`config.mk`:
```
export PLATFORM = sky130hd
export DESIGN_NAME = conv_window_buffer
export DESIGN_NICKNAME = d
export VERILOG_FILES = /design/src/rtl/conv_window_buffer.sv
export SDC_FILE = /design/constraint.sdc
export NUM_CORES = 1
export LEC_CHECK = 0
export CORE_MARGIN = 2
export CORE_UTILIZATION = 62
export DETAILED_ROUTE_END_ITERATION = 6
export PLACE_DENSITY = 0.85
export SKIP_CTS_REPAIR_TIMING = 1
export SYNTH_ARGS = -nofsm -noshare
export SYNTH_HDL_FRONTEND = slang
export SYNTH_SLANG_ARGS = --single-unit
export TNS_END_PERCENT = 50
```
`constraint.sdc`:
```
create_clock -name clk -period 7.53 [get_ports clk]
set_clock_uncertainty 0.05 [all_clocks]
set_input_delay 1.1295 -clock clk [delete_from_list [all_inputs] [get_ports clk]]
set_output_delay 1.1295 -clock clk [all_outputs]
set_load 0.05 [all_outputs]
```
`src/rtl/conv_window_buffer.sv`:
```
// Streaming line buffer and sliding N x N window generator (stride 1, no padding).
// Emits one row-major packed window per accepted pixel once a full window lies inside the frame.
module conv_window_buffer #(
    parameter int unsigned N       = 3,
    parameter int unsigned BitSize = 4,
    parameter int unsigned W       = 8,
    parameter int unsigned H       = 8
) (
    input  logic                        clk,
    input  logic                        rst,
    input  logic                        in_valid,
    output logic                        in_ready,
    input  logic [BitSize-1:0]          in_pixel,
    output logic                        out_valid,
    input  logic                        out_ready,
    output logic [BitSize*N*N-1:0]      out_window,
    output logic                        frame_done
);

    localparam int unsigned NN   = N * N;
    localparam int unsigned WINW = BitSize * NN;
    localparam int unsigned CW   = (W > 1) ? $clog2(W) : 1;
    localparam int unsigned RW   = (H > 1) ? $clog2(H) : 1;

    logic [CW-1:0]       col_q, col_d;
    logic [RW-1:0]       row_q, row_d;
    logic [BitSize-1:0]  win_q      [N][N];
    logic [BitSize-1:0]  win_next_c [N][N];
    logic [BitSize-1:0]  lb_q       [N-1][W];
    logic                out_valid_q, out_valid_d;
    logic [WINW-1:0]     out_window_q, out_window_d;
    logic                frame_done_q, frame_done_d;

    logic                accept_c;
    logic                last_col_c;
    logic                last_row_c;
    logic                win_ok_c;
    logic [WINW-1:0]     win_flat_c;

    assign in_ready   = !(out_valid_q && !out_ready);
    assign accept_c   = in_valid && in_ready;
    assign last_col_c = (col_q == CW'(W - 1));
    assign last_row_c = (row_q == RW'(H - 1));
    assign win_ok_c   = (row_q >= RW'(N - 1)) && (col_q >= CW'(N - 1));

    // Window after this pixel: rows shift left, right column fed from line buffers and in_pixel.
    always_comb begin
        win_next_c = win_q;
        for (int r = 0; r < int'(N); r++) begin
            for (int c = 0; c < int'(N) - 1; c++) begin
                win_next_c[r][c] = win_q[r][c+1];
            end
        end
        for (int r = 0; r < int'(N) - 1; r++) begin
            win_next_c[r][N-1] = lb_q[r][col_q];
        end
        win_next_c[N-1][N-1] = in_pixel;
    end

    always_comb begin
        win_flat_c = '0;
        for (int r = 0; r < int'(N); r++) begin
            for (int c = 0; c < int'(N); c++) begin
                win_flat_c[(int'(NN) - 1 - (r * int'(N) + c)) * int'(BitSize) +: BitSize] = win_next_c[r][c];
            end
        end
    end

    always_comb begin
        col_d        = col_q;
        row_d        = row_q;
        out_valid_d  = out_valid_q;
        out_window_d = out_window_q;
        frame_done_d = 1'b0;
        if (out_ready) begin
            out_valid_d = 1'b0;
        end
        if (accept_c) begin
            col_d = last_col_c ? '0 : col_q + CW'(1);
            if (last_col_c) begin
                row_d = last_row_c ? '0 : row_q + RW'(1);
            end
            if (win_ok_c) begin
                out_valid_d  = 1'b1;
                out_window_d = win_flat_c;
            end
            frame_done_d = last_col_c && last_row_c;
        end
    end

    always_ff @(posedge clk or posedge rst) begin
        if (rst) begin
            col_q        <= '0;
            row_q        <= '0;
            out_valid_q  <= 1'b0;
            out_window_q <= '0;
            frame_done_q <= 1'b0;
            for (int r = 0; r < int'(N); r++) begin
                for (int c = 0; c < int'(N); c++) begin
                    win_q[r][c] <= '0;
                end
            end
        end else begin
            col_q        <= col_d;
            row_q        <= row_d;
            out_valid_q  <= out_valid_d;
            out_window_q <= out_window_d;
            frame_done_q <= frame_done_d;
            if (accept_c) begin
                win_q <= win_next_c;
            end
        end
    end

    // Line buffers cascade at col: oldest row in buffer 0, newest pixel enters the last buffer.
    always_ff @(posedge clk or posedge rst) begin
        if (rst) begin
            for (int k = 0; k < int'(N) - 1; k++) begin
                for (int a = 0; a < int'(W); a++) begin
                    lb_q[k][a] <= '0;
                end
            end
        end else if (accept_c) begin
            for (int k = 0; k < int'(N) - 2; k++) begin
                lb_q[k][col_q] <= lb_q[k+1][col_q];
            end
            lb_q[N-2][col_q] <= in_pixel;
        end
    end

    assign out_valid  = out_valid_q;
    assign out_window = out_window_q;
    assign frame_done = frame_done_q;

endmodule

```
==> summary.txt, run 1 <==
Status: complete, no violations
Clock Tree Root: clkbuf_8
Area fraction of the dominant cell type after synthesis: 59.3%
Max-cap violations: 0
Fmax: 230 MHz
Share of layout cells above drive strength 1: 42.4%
DIE AREA: 9770 um2
Type of the worst min-delay path: register to register
Final period utilization: 57.7%
Post-synthesis compound-gate area fraction: 2.07%
Crit path DAT: 3.16 ns
RSZ-0062 raised after global routing: false
Routed vias: 3175
ANT nets after route: 0
Cts bufs inserted: 17
Syn Inst Count: 349
EDFF count, synth: 0
Std cell rows: 34
IO Port Bufs: 46
R2R depth: 3
Crit. Startpoint: out_ready
Synthesized flop and latch total: 132
Data required, critical path: 6.35 ns
Clock sinks: 132
Slew headroom: 25.9%
Final slew viol count: 0
Crit end category: output port
# nets final: 407
Num ports: 47
WL final: 11100 um
Adder-cell share of the synthesized area: 1.12%
Sequential-to-total area share from yosys stat: 59.3%
Top post-synthesis cells by area: dfrtp_1 59%, mux2_2 24%, mux4_2 5.7%
Most frequent cell after synthesis: dfrtp_1
Mapped Area: 5570 um2
HPWL after DPL: 6230 um
Core Area: 8720 um2
Worst R2R Start: col_q[2]$_DFFE_PP0P_
Worst setup path endpoint: in_ready
Starting Density: 63.9%
CTS Buffer Depth: 2
Xor and xnor fraction of the mapped netlist area: 0%
Antenna Cells: 0
Async set-reset flop share out of synthesis: 100%
Ys Warns: 0
First-pass GRT wire length: 18000 um
Vias in the first global route: 3453
GP Congestion: 0.729
Largest net degree at the start of global routing: 76
Setup TNS: 0 ns
Final hold violations: 0
CP Max Fanout: 24
Synth Net Count: 362
Top cells by count, synth: 132 x dfrtp_1, 120 x mux2_2, 14 x mux4_2
Reg2reg setup slack: 4.44 ns
Main synth FF type: dfrtp_1
Drt initial violations: 163
Leading area contributor after synthesis: dfrtp_1
Post-synthesis simple-gate area fraction: 2.69%
Worst-skew pair later-pin latency: 0.51 ns
Critical path startpoint category: primary input
CTS tree: yes
Period minus WS final: 4.34 ns
Total GRT Usage: 24.4%
Post-layout util: 77.1%
Die X: 98.8 um
DIE HEIGHT: 98.8 um
DRC: 0
Main combinational cell family by area after synthesis: multiplexers
Overflow after GRT: 0
Initial antenna violation count: 0
Clock transition at path regs: 0.06 ns
Worst R2R End: out_window[29]$_DFFE_PP0P_
Initial DRT Pass Iterations: 6
Area grow syn2layout: 20.7%
WL/cell: 21.6 um
Post-synthesis mux area share: 32.6%
Max H-tree Level: 4
Syn Area/Cell: 16.0 um2
WS Path Type: primary input to output port
Vias/cell: 6.18
Worst Tran Pin Value: 1.11 ns
Netlist cell types: 31
Final setup violating endpoints: 0
## worst min path at each step
stage | startpoint | end | cells past startpoint
2_1_floorplan | lb_q[11]$_DFFE_PP0P_ | lb_q[11]$_DFFE_PP0P_ | 1
3_3_place_gp | out_window[29]$_DFFE_PP0P_ | out_window[29]$_DFFE_PP0P_ | 1
3_5_place_dp | out_window[29]$_DFFE_PP0P_ | out_window[29]$_DFFE_PP0P_ | 1
4_1_cts | out_window[29]$_DFFE_PP0P_ | out_window[29]$_DFFE_PP0P_ | 1
5_1_grt | lb_q[42]$_DFFE_PP0P_ | lb_q[42]$_DFFE_PP0P_ | 1
6_report | out_window[29]$_DFFE_PP0P_ | out_window[29]$_DFFE_PP0P_ | 1
## kinds of logic (layout without fill, tap and decap cells)
logic type,Yosys count,count (layout)
muxes,144,144
buffers and inverters,24,81
and+or+nand+nor,24,24
adders and majority gates,5,5
AOI/OAI and AO/OA,20,20
DFF,132,132
## critical path, cell delays in order
cell and delay (ns):
clkdlybuf4s50_1 0.45, nand2b_1 0.63, clkdlybuf4s50_1 0.95
## through the flow
stage | hold slack [ns] | area (um2) | instances | setup slack, ns
after detailed placement | 0.434 | 6070 | 483 | 3.23
after floorplan | 0.421 | 5570 | 349 | 2.82
after global routing | 0.455 | 6730 | 514 | 3.11
after CTS | 0.451 | 6730 | 514 | 3.20
after global placement | 0.424 | 6070 | 483 | 3.25
final | 0.449 | 6730 | 514 | 3.19
## metal layers
| layer | up-vias | track usage, % | share of wire (%) |
|---|---|---|---|
| met1 | 1689 | 30.4 | 40 |
| met5 | - | 0 | 0 |
| met3 | 21 | 5.53 | 3.9 |
| li1 | 1379 | - | - |
| met2 | 86 | 41.0 | 53 |
| met4 | 0 | 11.2 | 2.3 |
## registers in the layout (all words and copies together), names as in the netlist
signal      flops
row_q           3
lb_q           64
out_valid       1
out_window     36
frame_done      1
win_flat_c     24
col_q           3
## cells in the final DEF, fill, tap and decap left out, types with 2 or more instances in the layout
| cell | n |
|---|---|
| mux4_2 | 14 |
| mux2_2 | 120 |
| a31oi_1 | 8 |
| clkbuf_16 | 16 |
| and2_1 | 2 |
| dfrtp_1 | 132 |
| mux4_1 | 2 |
| and4b_1 | 2 |
| clkinvlp_4 | 2 |
| mux2i_1 | 4 |
| ha_1 | 5 |
| buf_4 | 2 |
| bufinv_16 | 6 |
| nor2_1 | 3 |
| clkbuf_8 | 2 |
| nand4_1 | 4 |
| nand3_1 | 2 |
| nand4b_1 | 2 |
| mux2_4 | 3 |
| nand2_1 | 3 |
| nor2b_1 | 2 |
| a21oi_1 | 10 |
| inv_6 | 2 |
| clkdlybuf4s50_1 | 46 |
## layout make-up
| cell class | count | area (um2) |
|---|---|---|
| Multi-Input combinational cell | 193 | 2140 |
| Timing Repair Buffer | 48 | 475 |
| Tap cell | 108 | 135 |
| Fill cell | 494 | 2000 |
| Clock inverter | 12 | 226 |
| Inverter | 2 | 10.0 |
| Sequential cell | 132 | 3300 |
| Clock buffer | 19 | 432 |
Power of run 1 is left out: the tool's default activity adds up to more than one toggle a clock period on the data nets, which glitch-free logic cannot reach.
==> inputs of run 2 (changes only) <==
--- a/config.mk
+++ b/config.mk
@@ -6,9 +6,9 @@
 export NUM_CORES = 1
 export LEC_CHECK = 0
 export CORE_MARGIN = 2
-export CORE_UTILIZATION = 62
+export CORE_UTILIZATION = 52
 export DETAILED_ROUTE_END_ITERATION = 6
-export PLACE_DENSITY = 0.85
+export PLACE_DENSITY = 0.76
 export SKIP_CTS_REPAIR_TIMING = 1
 export SYNTH_ARGS = -nofsm -noshare
 export SYNTH_HDL_FRONTEND = slang
==> constraint.sdc (replaced) <==
create_clock -name clk -period 3.65 [get_ports clk]
set_clock_uncertainty 0.05 [all_clocks]
set_input_delay 0.5475 -clock clk [delete_from_list [all_inputs] [get_ports clk]]
set_output_delay 0.5475 -clock clk [all_outputs]
set_load 0.05 [all_outputs]
==> run 2 against run 1 <==
Net effect: sequential share of layout area fell by 0.22 points; clock-buffer cell count fell by 1; final cell count rose by 6.0%; critical endpoint is now out_window[29]$_DFFE_PP0P_; via count fell by 3.1%; first-iteration DRC count fell by 13%.
==> summary.txt, run 2 (synthesized netlist as in run 1, its figures left out) <==
Status: complete, no violations (unchanged)
WL final: 10300 um (was 11100 um)
Max H-tree Level: 4 (unchanged)
Reg2reg setup slack: 0.88 ns (was 4.44 ns)
Pwr Density: 1110 nW/um2
CTS tree: yes (unchanged)
CP Buf/Inv Count: 1 (was 2)
Clock sinks: 132 (unchanged)
Final slew viol count: 0 (unchanged)
NetSw: 2690 uW
Share of layout cells above drive strength 1: 43.0% (was 42.4%)
GP Congestion: 0.752 (was 0.729)
Cell Area, Placed: 6150 um2 (was 6070 um2)
First-pass GRT wire length: 17100 um (was 18000 um)
Crit path DAT: 3.11 ns (was 3.16 ns)
Core Area: 10400 um2 (was 8720 um2)
Critical path cell sequence: inv_2 -> ha_1 -> o32a_1 -> nand3_2 -> mux2_1 (was clkdlybuf4s50_1 -> nand2b_1 -> clkdlybuf4s50_1)
Drt initial violations: 141 (was 163)
Max-cap violations: 0 (unchanged)
Final hold violations: 0 (unchanged)
Final instance area: 6760 um2 (was 6730 um2)
WS Path Type: register to register (was primary input to output port)
CP Max Fanout: 32 (was 24)
Vias/cell: 5.64 (was 6.18)
Total GRT Usage: 19.6% (was 24.4%)
Final period utilization: 76.0%
Worst VDD drop: 0.585 mV
CP max stage cell: nand3_2 (was clkdlybuf4s50_1)
Vias in the first global route: 3304 (was 3453)
Largest Register: lb_q (unchanged)
Overflow after GRT: 0 (unchanged)
Fillers: 750 (was 494)
Met1 Wirelength: 4710 um (was 4490 um)
Initial DRT Pass Iterations: 4 (was 6)
Initial antenna violation count: 0 (unchanged)
Area grow syn2layout: 21.2% (was 20.7%)
Num ports: 47 (unchanged)
Largest net degree at the start of global routing: 68 (was 76)
Total power: 7490 uW
# nets final: 411 (was 407)
Data required, critical path: 3.99 ns (was 6.35 ns)
Clock transition at path regs: 0.06 ns (about the same)
Die X: 108 um (was 98.8 um)
Cts bufs inserted: 17 (unchanged)
Worst Tran Pin Value: 0.835 ns (was 1.11 ns)
Std cell rows: 37 (was 34)
Antenna Cells: 0 (unchanged)
WL/cell: 18.8 um (was 21.6 um)
Worst R2R End: out_window[29]$_DFFE_PP0P_ (unchanged)
DIE AREA: 11600 um2 (was 9770 um2)
Max Used Layer: met4 (unchanged)
Starting Density: 53.8% (was 63.9%)
Switch share: 36.0%
Most frequent cells in the layout: 132 x dfrtp_1, 120 x mux2_2, 46 x clkdlybuf4s50_1 (unchanged)
Clock group share of total power: 23.1%
Period minus WS final: 2.77 ns
P_int: 4790 uW
CTS Buffer Depth: 2 (unchanged)
Share of power burned in registers: 34.1%
ANT nets after route: 0 (unchanged)
Final setup violating endpoints: 0 (unchanged)
Commonest non-fill, non-tap cell in the layout: dfrtp_1 (unchanged)
Clock Tree Root: clkbuf_8 (unchanged)
Max reg flops: 64 (unchanged)
Slew headroom: 44.3% (was 25.9%)
Fmax: 360 MHz
HPWL after DPL: 6400 um (was 6230 um)
Crit path max-delay family: simple AND/OR/NAND/NOR gates (was buffers and inverters)
Routed wl met3: 332 um (was 432 um)
CP peak stage delay: 0.70 ns (was 0.95 ns)
Place WS: 0.864 ns (was 3.23 ns)
DIE HEIGHT: 108 um (was 98.8 um)
RSZ-0062 raised after global routing: false (unchanged)
Comb power frac: 42.8%
IO Port Bufs: 46 (unchanged)
Worst R2R Start: col_q[0]$_DFFE_PP0P_ (was col_q[2]$_DFFE_PP0P_)
Type of the worst min-delay path: primary input to asynchronous set/reset pin (was register to register)
Static leakage: 0.00294 uW
Dpl cells: 515 (was 483)
Setup TNS: 0 ns (unchanged)
Non-filler cells, final: 545 (was 514)
Crit end category: register (was output port)
DRC: 0 (unchanged)
R2R depth: 5 (was 3)
Routed vias: 3075 (was 3175)
Critical path startpoint category: register (was primary input)
Met2 routed wirelength: 5040 um (was 5910 um)
Setup ws final: 0.876 ns (was 3.19 ns)
Worst-skew pair later-pin latency: 0.50 ns (was 0.51 ns)
run 2: changes by cell type in the layout (fill, tap and decap cells not counted), sizes merged:
cell    before  now
clkinv       2    6
buf          2    6
bufinv       6    4
clkbuf      19   18
inv          4    2
run 2: per-layer routing:
layer / track usage [%] / vias up
li1: - / 1383
met4: 7.88 / 0
met1: 27.3 / 1616
met3: 4.30 / 16
met2: 30.1 / 60
met5: 0 / -
run 2: worst max path at each step:
| stage | endpoint | slack, ns | start | depth (start not counted) |
|---|---|---|---|---|
| after global routing | out_window[29]$_DFFE_PP0P_ | 0.64 | col_q[0]$_DFFE_PP0P_ | 5 |
| after detailed placement | out_window[29]$_DFFE_PP0P_ | 0.86 | out_ready | 5 |
| final | out_window[29]$_DFFE_PP0P_ | 0.88 | col_q[0]$_DFFE_PP0P_ | 5 |
| after floorplan | col_q[0]$_DFFE_PP0P_ | 1.42 | rst | 1 |
| after CTS | in_ready | 0.89 | out_ready | 4 |
| after global placement | out_window[29]$_DFFE_PP0P_ | 0.88 | out_ready | 5 |
run 2: layout make-up:
class / count / area, um2 / area share, %
tap: 136 / 170 / 2.52
sequential: 132 / 3300 / 48.9
multi-input combinational: 193 / 2140 / 31.7
clock buffer: 18 / 428 / 6.33
timing repair buffer: 52 / 518 / 7.67
inverter: 2 / 11.3 / 0.167
clock inverter: 12 / 181 / 2.69
run 2: power groups by stage:
stage               clock, uW  combinational (uW)  sequential [uW]
floorplan                   0                1720             3200
global placement            0                3140             2530
detailed placement          0                3220             2570
CTS                      1760                3240             2560
global route             1830                3430             2640
finish                   1730                3200             2550
run 2: per-stage QoR:
| stage | utilization, % | hold slack, ns |
|---|---|---|
| 5_1_grt | 65.1 | 0.413 |
| 4_1_cts | 65.1 | 0.374 |
| 3_5_place_dp | 59.3 | 0.439 |
| 6_report | 65.1 | 0.374 |
| 3_3_place_gp | 59.3 | 0.429 |
| 2_1_floorplan | - | 0.421 |
run 2: worst reg2reg max path: cells and delay by family (launching register included):
kind            cells  cell delay, ns
buf+inv             1            0.29
mux                 1            0.58
compound gates      1            0.37
simple gates        1            0.70
fa+ha+maj           1            0.21
flops               1            0.46
No activity file was read; power rests on OpenSTA's default activity.
==> inputs of run 3 (changes only) <==
==> constraint.sdc (replaced) <==
create_clock -name clk -period 2.3 [get_ports clk]
set_clock_uncertainty 0.05 [all_clocks]
set_input_delay 0.345 -clock clk [delete_from_list [all_inputs] [get_ports clk]]
set_output_delay 0.345 -clock clk [all_outputs]
set_load 0.05 [all_outputs]
==> run 3 against run 2 <==
Net effect: via count rose by 2.3%; combinational power rose by 63%; maximum frequency rose by 32%; critical path depth rose by 1; register-to-register slack got worse by 0.68 ns; worst setup slack got worse by 0.68 ns; routed wire length rose by 0.18%; critical path type unchanged; non-clock buffer count rose by 12; largest cell class unchanged.
==> summary.txt, run 3 (synthesized netlist as in run 1, its figures left out) <==
Worst R2R Start: col_q[1]$_DFFE_PP0P_ (was col_q[0]$_DFFE_PP0P_)
DRC: 0 (unchanged)
Worst Tran Pin Value: 0.529 ns (was 0.835 ns)
Total power: 12000 uW (was 7490 uW)
NetSw: 4430 uW (was 2690 uW)
Starting Density: 53.8% (unchanged)
Vias in the first global route: 3393 (was 3304)
Drt initial violations: 111 (was 141)
Clock group share of total power: 22.2% (was 23.1%)
Worst VDD drop: 0.922 mV (was 0.585 mV)
IO Port Bufs: 46 (unchanged)
Max-cap violations: 0 (unchanged)
GP Congestion: 0.762 (was 0.752)
Die X: 108 um (unchanged)
Final instance area: 6910 um2 (was 6760 um2)
CP Max Fanout: 32 (unchanged)
Core Area: 10400 um2 (unchanged)
CTS tree: yes (unchanged)
Static leakage: 0.00302 uW (was 0.00294 uW)
Share of power burned in registers: 34.2% (was 34.1%)
Initial DRT Pass Iterations: 4 (unchanged)
Clock Tree Root: clkbuf_8 (unchanged)
Switch share: 36.9% (was 36.0%)
Largest Register: lb_q (unchanged)
Largest net degree at the start of global routing: 86 (was 68)
Clock sinks: 132 (unchanged)
Status: complete, no violations (unchanged)
Vias/cell: 5.63 (was 5.64)
Setup ws final: 0.197 ns (was 0.876 ns)
Worst-skew pair later-pin latency: 0.51 ns (was 0.50 ns)
Final setup violating endpoints: 0 (unchanged)
DIE HEIGHT: 108 um (unchanged)
Initial antenna violation count: 0 (unchanged)
Crit path DAT: 2.44 ns (was 3.11 ns)
RSZ-0062 raised after global routing: false (unchanged)
Period minus WS final: 2.10 ns (was 2.77 ns)
Comb power frac: 43.6% (was 42.8%)
Fmax: 475 MHz (was 360 MHz)
Fillers: 729 (was 750)
Final hold violations: 0 (unchanged)
Final slew viol count: 0 (unchanged)
Area grow syn2layout: 24.0% (was 21.2%)
Slew headroom: 64.7% (was 44.3%)
Place WS: 0.164 ns (was 0.864 ns)
Clock transition at path regs: 0.06 ns (about the same)
Critical path startpoint category: register (unchanged)
Total GRT Usage: 20.3% (was 19.6%)
Cell Area, Placed: 6320 um2 (was 6150 um2)
Crit end category: register (unchanged)
Final period utilization: 91.5% (was 76.0%)
Max H-tree Level: 4 (unchanged)
First-pass GRT wire length: 17700 um (was 17100 um)
Std cell rows: 37 (unchanged)
Overflow after GRT: 0 (unchanged)
Most frequent cells in the layout: 132 x dfrtp_1, 120 x mux2_2, 45 x clkdlybuf4s50_1 (was 132 x dfrtp_1, 120 x mux2_2, 46 x clkdlybuf4s50_1)
Max reg flops: 64 (unchanged)
Commonest non-fill, non-tap cell in the layout: dfrtp_1 (unchanged)
Cts bufs inserted: 17 (unchanged)
WL/cell: 18.4 um (was 18.8 um)
WS Path Type: register to register (unchanged)
Antenna Cells: 0 (unchanged)
Type of the worst min-delay path: primary input to asynchronous set/reset pin (unchanged)
CTS Buffer Depth: 2 (unchanged)
Num ports: 47 (unchanged)
Post-layout util: 66.7% (was 65.1%)
Setup TNS: 0 ns (unchanged)
Data required, critical path: 2.64 ns (was 3.99 ns)
Crit. Startpoint: col_q[1]$_DFFE_PP0P_ (was col_q[0]$_DFFE_PP0P_)
ANT nets after route: 0 (unchanged)
Share of layout cells above drive strength 1: 45.2% (was 43.0%)
# nets final: 423 (was 411)
WL final: 10300 um (about the same)
Pwr Density: 1730 nW/um2 (was 1110 nW/um2)
Routed vias: 3146 (was 3075)
DIE AREA: 11600 um2 (unchanged)
HPWL after DPL: 6530 um (was 6400 um)
P_int: 7560 uW (was 4790 uW)
## run 3: changes by cell type in the layout (fill, tap and decap cells not counted), moves of 2 or more
cell,delta
buf_12,+7
buf_4,+6
inv_6,+5
bufinv_16,-2
clkinv_2,-2
## run 3: metrics by stage
stage / hold WS (ns) / cells
after global placement: 0.431 / 527
after global routing: 0.0226 / 559
after detailed placement: 0.438 / 527
after floorplan: 0.421 / 349
after CTS: -0.00959 / 559
final: 0.0173 / 559
## run 3: final timing paths
path,to,slack (ns),depth (start not counted)
worst max-delay path,out_window[6]$_DFFE_PP0P_,0.20,6
worst min-delay path,out_window[8]$_DFFE_PP0P_,0.02,2
worst max register to register,out_window[6]$_DFFE_PP0P_,0.20,6
worst min register to register,out_window[29]$_DFFE_PP0P_,0.45,1
max in group asynchronous,col_q[2]$_DFFE_PP0P_,1.53,3
min in group clk,out_window[29]$_DFFE_PP0P_,0.45,1
## run 3: cell type report
cell class	count	area (um2)	share of cell area (%)
Multi-Input combinational cell	193	2140	31.0
Sequential cell	132	3300	47.8
Tap cell	136	170	2.46
Clock inverter	14	165	2.39
Inverter	2	11.3	0.163
Timing Repair Buffer	64	693	10.0
Clock buffer	18	428	6.19
## run 3: critical path, stage by stage (launching register included)
cell     delay (ns)
dfrtp_1        0.41
buf_12         0.18
ha_1           0.19
o32a_1         0.41
nand3_2        0.14
buf_12         0.21
mux2_2         0.37
## run 3: power by group through the flow
stage / Clock [uW] / Sequential (uW) / Combinational [uW]
3_5_place_dp: 0 / 4140 / 5260
5_1_grt: 2820 / 4260 / 5590
3_3_place_gp: 0 / 4080 / 5160
2_1_floorplan: 0 / 5070 / 2730
6_report: 2660 / 4110 / 5230
4_1_cts: 2710 / 4120 / 5300
## run 3: layer usage
| layer | wire [um] | GRT usage [%] | up-vias |
|---|---|---|---|
| li1 | - | - | 1412 |
| met1 | 4600 | 27.8 | 1663 |
| met2 | 5200 | 31.8 | 65 |
| met3 | 380 | 4.84 | 6 |
| met4 | 91 | 7.23 | 0 |
| met5 | 0 | 0 | - |
